==> src/rtl/clk_en_sched.sv <==
// Programmable clock-enable scheduler: free-run / halt / single-step tick and divided clock Q.
// Optional macro CLK_SCHED_TICKCNT_EN adds a 32-bit free-running tick counter output (tick_cnt).
module clk_en_sched #(
    parameter int DIV_W   = 16,
    parameter int CNT_W   = 16,
    parameter int DEF_DIV = 2
) (
    input  logic             clk,
    input  logic             rst,
    input  logic             cfg_valid,
    output logic             cfg_ready,
    input  logic [1:0]       cfg_mode,
    input  logic [DIV_W-1:0] cfg_div,
    input  logic [CNT_W-1:0] cfg_steps,
    output logic             tick,
    output logic             Q,
    output logic             busy,
    output logic [DIV_W-1:0] cur_div,
    output logic [CNT_W-1:0] steps_left,
    output logic             done,
    output logic [1:0]       dbg_state
`ifdef CLK_SCHED_TICKCNT_EN
    ,
    output logic [31:0]      tick_cnt
`endif
);

    // Debug encoding on dbg_state: 0 HALT, 1 RUN, 2 STEP.
    typedef enum logic [1:0] {
        S_HALT = 2'd0,
        S_RUN  = 2'd1,
        S_STEP = 2'd2
    } state_t;

    localparam logic [1:0] M_RUN  = 2'b01;
    localparam logic [1:0] M_STEP = 2'b10;

    state_t           state;
    state_t           state_nxt;
    logic [DIV_W-1:0] cnt;
    logic             pend;
    logic [1:0]       pend_mode;
    logic [DIV_W-1:0] pend_div;
    logic [CNT_W-1:0] pend_steps;
    logic             fin;

    logic             accept;
    logic             boundary;
    logic             last_step;
    logic             apply;
    logic             step_zero;

    // Handshake: accept on cfg_valid && cfg_ready; cfg_ready is low while a config is pending.
    assign accept    = cfg_valid && cfg_ready;
    assign boundary  = (state != S_HALT) && (cnt == cur_div - DIV_W'(1));
    assign last_step = boundary && (state == S_STEP) && (steps_left == CNT_W'(1));
    assign apply     = pend && ((state == S_HALT) || boundary);
    assign step_zero = (pend_mode == M_STEP) && (pend_steps == '0);

    always_ff @(posedge clk or negedge rst) begin
        if (!rst) begin
            state <= S_HALT;
        end else begin
            state <= state_nxt;
        end
    end

    always_comb begin
        state_nxt = state;
        if (last_step) begin
            state_nxt = S_HALT;
        end
        // A config applied on the final STEP tick overrides the fall back to HALT.
        if (apply) begin
            case (pend_mode)
                M_RUN:   state_nxt = S_RUN;
                M_STEP:  state_nxt = step_zero ? S_HALT : S_STEP;
                default: state_nxt = S_HALT;
            endcase
        end
    end

    always_comb begin
        busy      = (state != S_HALT);
        cfg_ready = !pend;
        dbg_state = state;
    end

    always_ff @(posedge clk or negedge rst) begin
        if (!rst) begin
            cnt        <= '0;
            tick       <= 1'b0;
            Q          <= 1'b0;
            cur_div    <= DIV_W'(DEF_DIV);
            steps_left <= '0;
            done       <= 1'b0;
            fin        <= 1'b0;
            pend       <= 1'b0;
            pend_mode  <= '0;
            pend_div   <= '0;
            pend_steps <= '0;
        end else begin
            tick <= boundary;
            // done trails the completing tick by one cycle.
            fin  <= last_step || (apply && step_zero);
            done <= fin;
            if (boundary) begin
                Q <= ~Q;
            end
            if (state != S_HALT) begin
                cnt <= boundary ? '0 : cnt + DIV_W'(1);
            end
            if (boundary && (state == S_STEP)) begin
                steps_left <= steps_left - CNT_W'(1);
            end
            if (accept) begin
                pend       <= 1'b1;
                pend_mode  <= cfg_mode;
                pend_div   <= cfg_div;
                pend_steps <= cfg_steps;
            end
            if (apply) begin
                pend    <= 1'b0;
                cnt     <= '0;
                cur_div <= (pend_div == '0) ? DIV_W'(1) : pend_div;
                if (pend_mode == M_STEP) begin
                    steps_left <= pend_steps;
                end
            end
        end
    end

`ifdef CLK_SCHED_TICKCNT_EN
    always_ff @(posedge clk or negedge rst) begin
        if (!rst) begin
            tick_cnt <= '0;
        end else if (boundary) begin
            tick_cnt <= tick_cnt + 32'd1;
        end
    end
`endif

endmodule

==> config.mk <==
export PLATFORM = sky130hd
export DESIGN_NAME = clk_en_sched
export DESIGN_NICKNAME = d
export VERILOG_FILES = /design/src/rtl/clk_en_sched.sv
export SDC_FILE = /design/constraint.sdc
export NUM_CORES = 1
export LEC_CHECK = 0
export CAP_MARGIN = 30
export CORE_ASPECT_RATIO = 0.75
export CORE_MARGIN = 4
export CORE_UTILIZATION = 65
export CTS_BUF_LIST = sky130_fd_sc_hd__clkbuf_8
export DETAILED_ROUTE_END_ITERATION = 10
export DONT_BUFFER_PORTS = 1
export GPL_TIMING_DRIVEN = 0
export PLACE_DENSITY = 0.82
export SETUP_SLACK_MARGIN = 0.3
export SYNTH_ARGS = -nofsm -noshare
export SYNTH_HDL_FRONTEND = slang
export SYNTH_SLANG_ARGS = --single-unit
==> constraint.sdc <==
create_clock -name clk -period 4.5 [get_ports clk]
set_input_delay 0.9 -clock clk [delete_from_list [all_inputs] [get_ports clk]]
set_output_delay 0.9 -clock clk [all_outputs]
set_load 0.1 [all_outputs]
==> key figures, run 1 <==
Global route
  • Initial antenna violation count: 0
  • Pin count of the biggest net entering global routing: 90
  • Via count of the first global-routing pass: 3542
  • First-pass GRT wire length: 18800 um
  • Overflow left after global routing: 0
  • Total global routing track utilization: 28.1%

Floorplanning
  • Std-Cell Core Area: 6930 um2
  • Starting density of the core: 68.2%
  • Number of placed I/O pins: 76
  • Die outline width: 106 um
  • Height of the chip: 81.8 um
  • Die Outline Area: 8710 um2
  • Floorplan row count: 26

Placement
  • Quantity of I/O buffers inserted on ports: 0
  • Placement-stage worst setup slack: 350 ps
  • HPWL after detailed placement: 8390 um
  • Placer Congestion: 0.923

Layout
  • Most frequent cells in the layout: sky130_fd_sc_hd__dfrtp_1 (87), sky130_fd_sc_hd__mux2_2 (60), sky130_fd_sc_hd__nor4_1 (19), sky130_fd_sc_hd__xor2_1 (19), sky130_fd_sc_hd__a21oi_1 (18)
  • Fill count: 443
  • # nets final: 495
  • Ratio of cells with drive above 1 in the final layout: 25.4%
  • Leading cell type in the layout, fill and taps excluded: sky130_fd_sc_hd__dfrtp_1
  • Area added between synthesis and finish: 13.9%
  • Number of antenna repair diodes: 0

Logic synthesis
  • Share of flip-flops with an asynchronous set or reset: 100%
  • Share of the synthesized area in the top cell type: ~47%
  • Number of enable-type register cells in the synthesized netlist: 0
  • Area leader, netlist: sky130_fd_sc_hd__dfrtp_1
  • Synthesis-stage register bit count: 89
  • Synth Warn #: 0
  • Unique masters post-synth: 63
  • Cell area after technology mapping: around 4700 um2
  • Mean Syn Cell Area: roughly 11 um2
  • Number of instances in the synthesized netlist: between 400 and 500
  • Most used flip-flop cell after synthesis: sky130_fd_sc_hd__dfrtp_1
  • Synth area leaders: sky130_fd_sc_hd__dfrtp_1 (47%), sky130_fd_sc_hd__mux2_2 (14%), sky130_fd_sc_hd__xor2_1 (3.5%)
  • Nets in the synthesized netlist: 470
  • Sequential area share after synthesis: about 47%

Critical path
  • Crit Path Category: reg -> reg
  • Required arrival time at the worst endpoint: 4760 ps
  • Arrival time at the worst endpoint: 4200 ps
  • Flop2flop setup slack: 560 ps
  • Worst r2r src: cur_div[12]
  • Beginning of the critical path: cur_div[12]
  • Critical path peak fanout: 10
  • Register-to-Register Path Depth: 9
  • Capturing element type of the critical path: flop
  • Crit start category: flop
  • Crit Reg-Reg Endpoint: steps_left[13]

CTS
  • H-tree depth: 3
  • Clock tree root driver cell: sky130_fd_sc_hd__clkbuf_8
  • Clock sink count: 89
  • CTS tree: yes
  • Later-pin clock latency in the skew report: 370 ps
  • Clock slew seen by the registers of the worst setup and hold paths: roughly 100 ps
  • Hold buffer count at cts: 0
  • Clock buffer count from CTS: 9
  • Clock Path Buffers: 2

Detailed routing
  • Via count: 3726
  • DRC violation count after routing: 0
  • Final Routed Wirelength: between 10000 and 15000 um
  • Routed WL per cell: 21.4 um
  • Detailed router's first-iteration violation count: 379
  • Vias per inst: about 6.7
  • Initial DRT Pass Iterations: 5
  • Number of nets with antenna violations after routing: 0

Timing
  • Fraction of the cycle the final worst path needs: 87.7%
  • Skew final: around 14 ps
  • Final Max Slew Viols: 0
  • Achievable clock frequency: approximately 250 MHz
  • Slew at the pin closest to its max-slew limit: 1040 ps
  • Setup-failing EPs final: 0
  • Setup repair after global routing missed its margin: no
  • Final Hold Vio Count: 0
  • Shortest period the worst path allows: 3940 ps
  • Smallest setup slack after layout: 555 ps
  • Setup TNS: 0 ps
  • Max_slew headroom: 30.5%

Outcome
  • Status: finished, final reports clean

Run
  • Max-Cap Viols: 0

Hold path
  • Worst hold path type: in -> async
critical path, cell delays in order (launching register included):
cell,delay (ps)
sky130_fd_sc_hd__dfrtp_1,1030
sky130_fd_sc_hd__inv_1,250
sky130_fd_sc_hd__and2_1,230
sky130_fd_sc_hd__o41ai_1,540
sky130_fd_sc_hd__nor3_2,210
sky130_fd_sc_hd__or4_1,530
sky130_fd_sc_hd__or3_1,330
sky130_fd_sc_hd__buf_6,150
sky130_fd_sc_hd__o41a_1,360
sky130_fd_sc_hd__o22a_1,190
flip-flops by register name (all words and copies together) (netlist names):
register,cells
done,1
pend_steps,16
pend,1
dbg_state,2
pend_div,16
tick,1
cnt,16
pend_mode,2
Q,1
fin,1
steps_left,16
cur_div,16
stage by stage:
stage	util, %	area, um2	hold slack, ps	instances
after floorplan	-	4720	331	427
after global placement	70.0	4850	337	525
after detailed placement	73.5	5090	344	534
after CTS	76.4	5290	201	550
after global routing	77.6	5380	186	555
final	77.6	5380	216	555
what timing repair did:
item / in CTS / in global routing
setup buffers: 0 / 2
endpoints found under the setup margin: 0 / 35
resized for setup: 0 / 2
worst max path at each step:
stage                     endpoint  slack, ps
CTS                        cnt[12]        330
finish              steps_left[13]        560
global placement           cnt[10]        170
global route               cnt[10]        290
detailed placement          cnt[5]        350
floorplan               cur_div[9]        700
layer usage:
| metal | vias up | global-route usage (%) | part of all wire (%) |
|---|---|---|---|
| met5 | - | 0 | 0 |
| met4 | 0 | 7.28 | 1.9 |
| met3 | 25 | 7.62 | 8.6 |
| met2 | 173 | 41.8 | 45 |
| met1 | 1874 | 41.2 | 45 |
| li1 | 1654 | - | - |
cell families (layout without fill, tap and decap cells):
kind of cell               Yosys count  in the layout  share of synthesized area (%)
buffers and inverters               30             60                           3.20
AOI/OAI and AO/OA                   73             73                           10.4
DFF                                 89             89                           47.2
muxes                               61             61                           14.5
and+or+nand+nor                    136            136                           17.2
xor gates and xnor gates            32             32                           5.93
adders and majority gates            6              6                           1.59
Yosys cell counts (12+ instances only):
master / n
sky130_fd_sc_hd__nor3_1: 16
sky130_fd_sc_hd__a21oi_1: 18
sky130_fd_sc_hd__inv_1: 14
sky130_fd_sc_hd__o21ai_0: 12
sky130_fd_sc_hd__nor2_1: 12
sky130_fd_sc_hd__xor2_1: 19
sky130_fd_sc_hd__nand2b_1: 12
sky130_fd_sc_hd__mux2_2: 60
sky130_fd_sc_hd__nand2_1: 16
sky130_fd_sc_hd__nor4_1: 20
sky130_fd_sc_hd__xnor2_1: 13
sky130_fd_sc_hd__a31oi_1: 13
sky130_fd_sc_hd__dfrtp_1: 88
final cells by class:
class                           instances  area, um2  area share, %
Buffer                                 16       98.8           1.84
Clock buffer                           10        138           2.56
Clock inverter                          6       58.8           1.09
Inverter                               14       52.6          0.977
Multi-Input combinational cell        308       2350           43.7
Sequential cell                        89       2230           41.4
Tap cell                               98        123           2.28
Timing Repair Buffer                   14        329           6.12
Power of run 1 is left out: the tool's default activity adds up to more than one toggle a clock period on the data nets, which glitch-free logic cannot reach.
==> run 2: changes to the inputs <==
Settings changed: CORE_UTILIZATION 65 to 54, PLACE_DENSITY 0.82 to 0.7, SKIP_LAST_GASP set to 1.
==> run 2 against run 1 <==
Clock skew shrank 1.0 ps; register-to-register slack lost 60 ps; flip-flop and latch count is the same; largest cell class unchanged; highest routed layer unchanged.
==> key figures, run 2 (synthesis gave the netlist of run 1 again) <==
Outcome
  • Status: finished, final reports clean

CTS
  • Clock tree root driver cell: sky130_fd_sc_hd__clkbuf_8
  • Hold buffer count at cts: 0 (unchanged)
  • Later-pin clock latency in the skew report: 370 ps (about the same)
  • Clock sink count: 89 (unchanged)
  • H-tree depth: 3 (unchanged)
  • Clock buffer count from CTS: 9 (unchanged)
  • CTS tree: yes
  • Clock slew seen by the registers of the worst setup and hold paths: 90 ps (about the same)
  • Clock Path Buffers: 2 (unchanged)

Layout
  • Ratio of cells with drive above 1 in the final layout: 25.5% (+0.16 points)
  • # nets final: 496 (+0.20%)
  • Most frequent cells in the layout: sky130_fd_sc_hd__dfrtp_1 (87), sky130_fd_sc_hd__mux2_2 (60), sky130_fd_sc_hd__nor4_1 (19), sky130_fd_sc_hd__xor2_1 (19), sky130_fd_sc_hd__a21oi_1 (18)
  • Number of antenna repair diodes: 0 (unchanged)
  • Leading cell type in the layout, fill and taps excluded: sky130_fd_sc_hd__dfrtp_1
  • Area added between synthesis and finish: 14.3%

Floorplanning
  • Floorplan row count: 29 (+12%)
  • Starting density of the core: 55.6% (-13 points)
  • Die Outline Area: 10300 um2 (+19%)
  • Std-Cell Core Area: 8490 um2 (+23%)
  • Number of placed I/O pins: 76 (unchanged)
  • Height of the chip: 89.0 um (+8.8%)
  • Die outline width: 116 um (+9.0%)

Detailed routing
  • Uppermost layer routed: met4
  • Post-Route M1 WL: 5280 um (-0.62%)
  • Vias per inst: 6.23 (-7.1%)
  • Routed wl met2: 5020 um (-5.2%)
  • DRC violation count after routing: 0 (unchanged)
  • Met3 wirelength from detailed routing: 818 um (-20%)
  • Routed WL per cell: 19.9 um (-6.7%)
  • Number of nets with antenna violations after routing: 0 (unchanged)
  • Detailed router's first-iteration violation count: 190 (-50%)
  • Final Routed Wirelength: 11300 um (-4.9%)
  • Via count: 3529 (-5.3%)
  • Initial DRT Pass Iterations: 5 (unchanged)

Global route
  • Total global routing track utilization: 23.0% (-5.1 points)
  • First-pass GRT wire length: 18100 um (-3.4%)
  • Via count of the first global-routing pass: 3417 (-3.5%)
  • Initial antenna violation count: 0 (unchanged)
  • Pin count of the biggest net entering global routing: 90 (unchanged)
  • Overflow left after global routing: 0 (unchanged)

Timing
  • Final Max Slew Viols: 0 (unchanged)
  • Shortest period the worst path allows: 4010 ps (+60.2 ps)
  • Setup repair after global routing missed its margin: no
  • Slew at the pin closest to its max-slew limit: 1050 ps (+7.18 ps)
  • Max_slew headroom: 30.0% (-0.48 points)
  • Final Hold Vio Count: 0 (unchanged)
  • Achievable clock frequency: 250 MHz (-1.5%)
  • Setup-failing EPs final: 0 (unchanged)
  • Skew final: 12.7 ps (-1.02 ps)
  • Fraction of the cycle the final worst path needs: 89.0% (+1.3 points)
  • Setup TNS: 0 ps (unchanged)

Critical path
  • Capturing element type of the critical path: flop
  • Critical path peak fanout: 10 (unchanged)
  • Arrival time at the worst endpoint: 4240 ps (+40 ps)
  • Worst r2r src: cur_div[1]
  • Crit Path Category: reg -> reg
  • Most used cell along the critical path: sky130_fd_sc_hd__a31oi_1
  • Cell with the largest stage delay on the worst path: sky130_fd_sc_hd__dfstp_2
  • Flop2flop setup slack: 490 ps (-60 ps)
  • Register-to-Register Path Depth: 13 (+4)
  • Maximum single-stage delay on the critical path: 570 ps (-460 ps)
  • Chain of cells forming the critical path: inv_1, ha_1, or4b_4, or3_1, a221o_1, a31oi_1, nand4b_1, o21a_1, clkbuf_1, buf_6, buf_2, a21oi_1, a31oi_1
  • Crit Reg-Reg Endpoint: cnt[8]
  • Required arrival time at the worst endpoint: 4740 ps (-20 ps)
  • Crit start category: flop

Hold path
  • Worst hold path type: in -> async

Placement
  • HPWL after detailed placement: 8390 um (about the same)
  • Quantity of I/O buffers inserted on ports: 0 (unchanged)
  • Placer Congestion: 0.912 (-1.2%)

Run
  • Max-Cap Viols: 0 (unchanged)
## run 2: final cells by class
class / count / area [um2]
multi-input combinational: 308 / 2360
inverter: 14 / 52.6
clock inverter: 6 / 65.1
buffer: 16 / 98.8
sequential: 89 / 2230
timing repair buffer: 15 / 324
fill: 675 / 3090
tap: 108 / 135
clock buffer: 10 / 138
## run 2: per-layer routing
layer	vias to the layer above	GRT usage, %
met5	-	0
met2	109	33.5
li1	1644	-
met4	0	7.48
met1	1765	32.8
met3	11	7.58
## run 2: metrics by stage
| step | util [%] | area (um2) | instances | hold WS [ps] | setup WS (ps) |
|---|---|---|---|---|---|
| 6_report | 63.6 | 5400 | 566 | 221 | 495 |
| 5_1_grt | 63.6 | 5400 | 566 | 197 | 306 |
| 4_1_cts | 62.2 | 5280 | 559 | 197 | 350 |
| 3_5_place_dp | 59.8 | 5080 | 543 | 335 | 315 |
| 3_3_place_gp | 57.2 | 4860 | 535 | 337 | 154 |
| 2_1_floorplan | - | 4720 | 427 | 331 | 697 |
## run 2: worst max path at each step
stage,start,end,slack [ps],cells past startpoint
floorplan,cur_div[0],cur_div[9],700,11
global placement,cur_div[0],cnt[11],150,13
detailed placement,cur_div[2],cnt[8],310,12
CTS,cur_div[10],cnt[13],350,11
global route,cur_div[1],cnt[8],310,13
finish,cur_div[1],cnt[8],490,13
## run 2: worst max-delay path, delay by kind of cell, from the launching register on
kind / cells / cell delay [ps]
AO/OA/AOI/OAI: 5 / 1040
adder cells (fa/ha/maj): 1 / 270
buffers and inverters: 4 / 810
flip-flops: 1 / 570
AND/OR/NAND/NOR: 3 / 1150
## run 2: what timing repair did
| action | CTS | global route |
|---|---|---|
| pin swaps | 0 | 1 |
| setup buffers | 0 | 2 |
| endpoints found under the setup margin | 5 | 20 |
| hold endpoints to repair | 0 | 0 |
| gates resized for setup | 1 | 2 |
Power of run 2 is left out for the same reason.
==> run 3: changes to the inputs <==
Settings changed: SLEW_MARGIN set to 25.
==> run 3 against run 2 <==
Worst hold slack got worse by 1.4 ps; clock-buffer cell count down 1; register-to-register slack improved by 20 ps; cell count rose by 0.35%; worst setup slack better by 22 ps; critical endpoint is now cur_div[12]; clock skew barely moved.
==> key figures, run 3 (synthesis gave the netlist of run 1 again) <==
Outcome
  • Status: finished, final reports clean

Timing
  • Shortest period the worst path allows: 3980 ps (-22.4 ps)
  • Setup repair after global routing missed its margin: no
  • Setup TNS: 0 ps (unchanged)
  • Slew at the pin closest to its max-slew limit: 1050 ps (-1.29 ps)
  • Final Max Slew Viols: 0 (unchanged)
  • Setup-failing EPs final: 0 (unchanged)
  • Skew final: 12.2 ps (-0.457 ps)
  • Final Hold Vio Count: 0 (unchanged)
  • Max_slew headroom: 30.1% (+0.086 points)
  • Fraction of the cycle the final worst path needs: 88.5% (-0.50 points)
  • Achievable clock frequency: 251 MHz (+0.56%)

Critical path
  • Critical path peak fanout: 10 (unchanged)
  • Capturing element type of the critical path: flop
  • Arrival time at the worst endpoint: 4250 ps (about the same)
  • Required arrival time at the worst endpoint: 4770 ps (+30 ps)
  • Crit start category: flop
  • Crit Path Category: reg -> reg

CTS
  • Clock Path Buffers: 2 (unchanged)
  • H-tree depth: 3 (unchanged)
  • Clock slew seen by the registers of the worst setup and hold paths: 90 ps (about the same)
  • Clock buffer count from CTS: 9 (unchanged)
  • Hold buffer count at cts: 0 (unchanged)
  • CTS tree: yes
  • Clock sink count: 89 (unchanged)
  • Later-pin clock latency in the skew report: 370 ps (about the same)
  • Clock tree root driver cell: sky130_fd_sc_hd__clkbuf_8

Floorplanning
  • Std-Cell Core Area: 8490 um2 (unchanged)
  • Starting density of the core: 55.6% (unchanged)
  • Floorplan row count: 29 (unchanged)
  • Number of placed I/O pins: 76 (unchanged)
  • Die outline width: 116 um (unchanged)
  • Die Outline Area: 10300 um2 (unchanged)
  • Height of the chip: 89.0 um (unchanged)

Detailed routing
  • Vias per inst: 6.24 (about the same)
  • Routed WL per cell: 19.9 um (-0.11%)
  • Number of nets with antenna violations after routing: 0 (unchanged)
  • Initial DRT Pass Iterations: 4 (-1)
  • Final Routed Wirelength: 11300 um (+0.24%)
  • DRC violation count after routing: 0 (unchanged)
  • Detailed router's first-iteration violation count: 284 (+49%)
  • Via count: 3542 (+0.37%)

Global route
  • First-pass GRT wire length: 18000 um (-0.95%)
  • Pin count of the biggest net entering global routing: 90 (unchanged)
  • Overflow left after global routing: 0 (unchanged)
  • Total global routing track utilization: 23.0% (-0.082 points)
  • Initial antenna violation count: 0 (unchanged)
  • Via count of the first global-routing pass: 3362 (-1.6%)

Layout
  • Final Non-Filler Cells: 568 (+0.35%)
  • Footprint of the flip-flops and latches: 2240 um2 (+0.28%)
  • Area added between synthesis and finish: 12.7%
  • Number of antenna repair diodes: 0 (unchanged)
  • Multi-input gate area in the final layout: 2360 um2 (unchanged)
  • Ratio of cells with drive above 1 in the final layout: 25.2% (-0.33 points)
  • # nets final: 498 (+0.40%)
  • Leading cell type in the layout, fill and taps excluded: sky130_fd_sc_hd__dfrtp_1
  • Fill count: 687 (+1.8%)
  • Most frequent cells in the layout: sky130_fd_sc_hd__dfrtp_1 (84), sky130_fd_sc_hd__mux2_2 (60), sky130_fd_sc_hd__nor4_1 (19), sky130_fd_sc_hd__xor2_1 (19), sky130_fd_sc_hd__a21oi_1 (18)

Placement
  • Number of instances in the placed design: 545 (+0.37%)
  • Quantity of I/O buffers inserted on ports: 0 (unchanged)
  • Placer Congestion: 0.912 (unchanged)
  • HPWL after detailed placement: 8320 um (-0.80%)

Hold path
  • Worst hold path type: in -> async

Run
  • Max-Cap Viols: 0 (unchanged)
-- run 3: cell types whose count changed in the layout (fill, tap and decap cells not counted) --
| cell | previous run | this run |
|---|---|---|
| sky130_fd_sc_hd__buf_1 | 1 | 6 |
| sky130_fd_sc_hd__dfrtp_2 | 1 | 3 |
| sky130_fd_sc_hd__clkinvlp_4 | 0 | 1 |
| sky130_fd_sc_hd__dfrtp_4 | 0 | 1 |
| sky130_fd_sc_hd__clkinv_2 | 1 | 2 |
| sky130_fd_sc_hd__buf_16 | 10 | 7 |
| sky130_fd_sc_hd__clkbuf_2 | 0 | 1 |
| sky130_fd_sc_hd__clkbuf_8 | 10 | 9 |
| sky130_fd_sc_hd__buf_6 | 7 | 6 |
| sky130_fd_sc_hd__buf_4 | 4 | 3 |
| sky130_fd_sc_hd__clkinv_4 | 1 | 0 |
| sky130_fd_sc_hd__dfrtp_1 | 87 | 84 |
| sky130_fd_sc_hd__clkbuf_1 | 8 | 9 |
-- run 3: worst max-delay path: stages, from the launching register on --
cell                       delay (ps)
sky130_fd_sc_hd__dfrtp_4          650
sky130_fd_sc_hd__inv_1            110
sky130_fd_sc_hd__ha_1             260
sky130_fd_sc_hd__or4b_4           530
sky130_fd_sc_hd__or3_1            360
sky130_fd_sc_hd__a221o_1          270
sky130_fd_sc_hd__a31oi_1          250
sky130_fd_sc_hd__nand4b_1         260
sky130_fd_sc_hd__o21a_1           290
sky130_fd_sc_hd__nor2_4           250
sky130_fd_sc_hd__buf_4            250
sky130_fd_sc_hd__mux2_2           350
-- run 3: worst paths after layout --
| kind | slack [ps] | depth (start not counted) | startpoint | endpoint |
|---|---|---|---|---|
| min | 220 | 0 | rst | cnt[0] |
| max in group asynchronous | 4030 | 0 | rst | cur_div[1] |
| max reg2reg | 520 | 11 | cur_div[0] | cur_div[12] |
| min reg2reg | 360 | 0 | fin | done |
| min in group clk | 360 | 0 | fin | done |
| max | 520 | 11 | cur_div[0] | cur_div[12] |
-- run 3: layout make-up --
class | count | area share (%)
inverter | 14 | 0.987
multi-input combinational | 308 | 44.3
buffer | 16 | 1.88
sequential | 89 | 42.0
tap | 108 | 2.54
timing repair buffer | 17 | 4.68
clock buffer | 9 | 2.33
clock inverter | 7 | 1.29
-- run 3: timing repair --
action,in CTS,in global routing
setup endpoints to repair,7,31
setup buffers,0,1
resized for setup,1,5
pin swaps,1,1
-- run 3: through the flow --
| step | utilization, % | area, um2 | setup WS [ps] | hold slack, ps |
|---|---|---|---|---|
| 2_1_floorplan | - | 4720 | 697 | 331 |
| 3_3_place_gp | 57.2 | 4860 | 154 | 337 |
| 3_5_place_dp | 59.1 | 5020 | 310 | 341 |
| 4_1_cts | 61.4 | 5210 | 300 | 193 |
| 5_1_grt | 62.7 | 5320 | 331 | 186 |
| 6_report | 62.7 | 5320 | 517 | 219 |
-- run 3: per-layer routing --
metal  track usage [%]  vias up  routed length [um]
li1                  -     1651                   -
met5                 0        -                   0
met4              8.43        0                 173
met1              32.9     1757                5170
met2              32.6      121                4980
met3              7.51       13                 987
Power of run 3 is left out for the same reason.
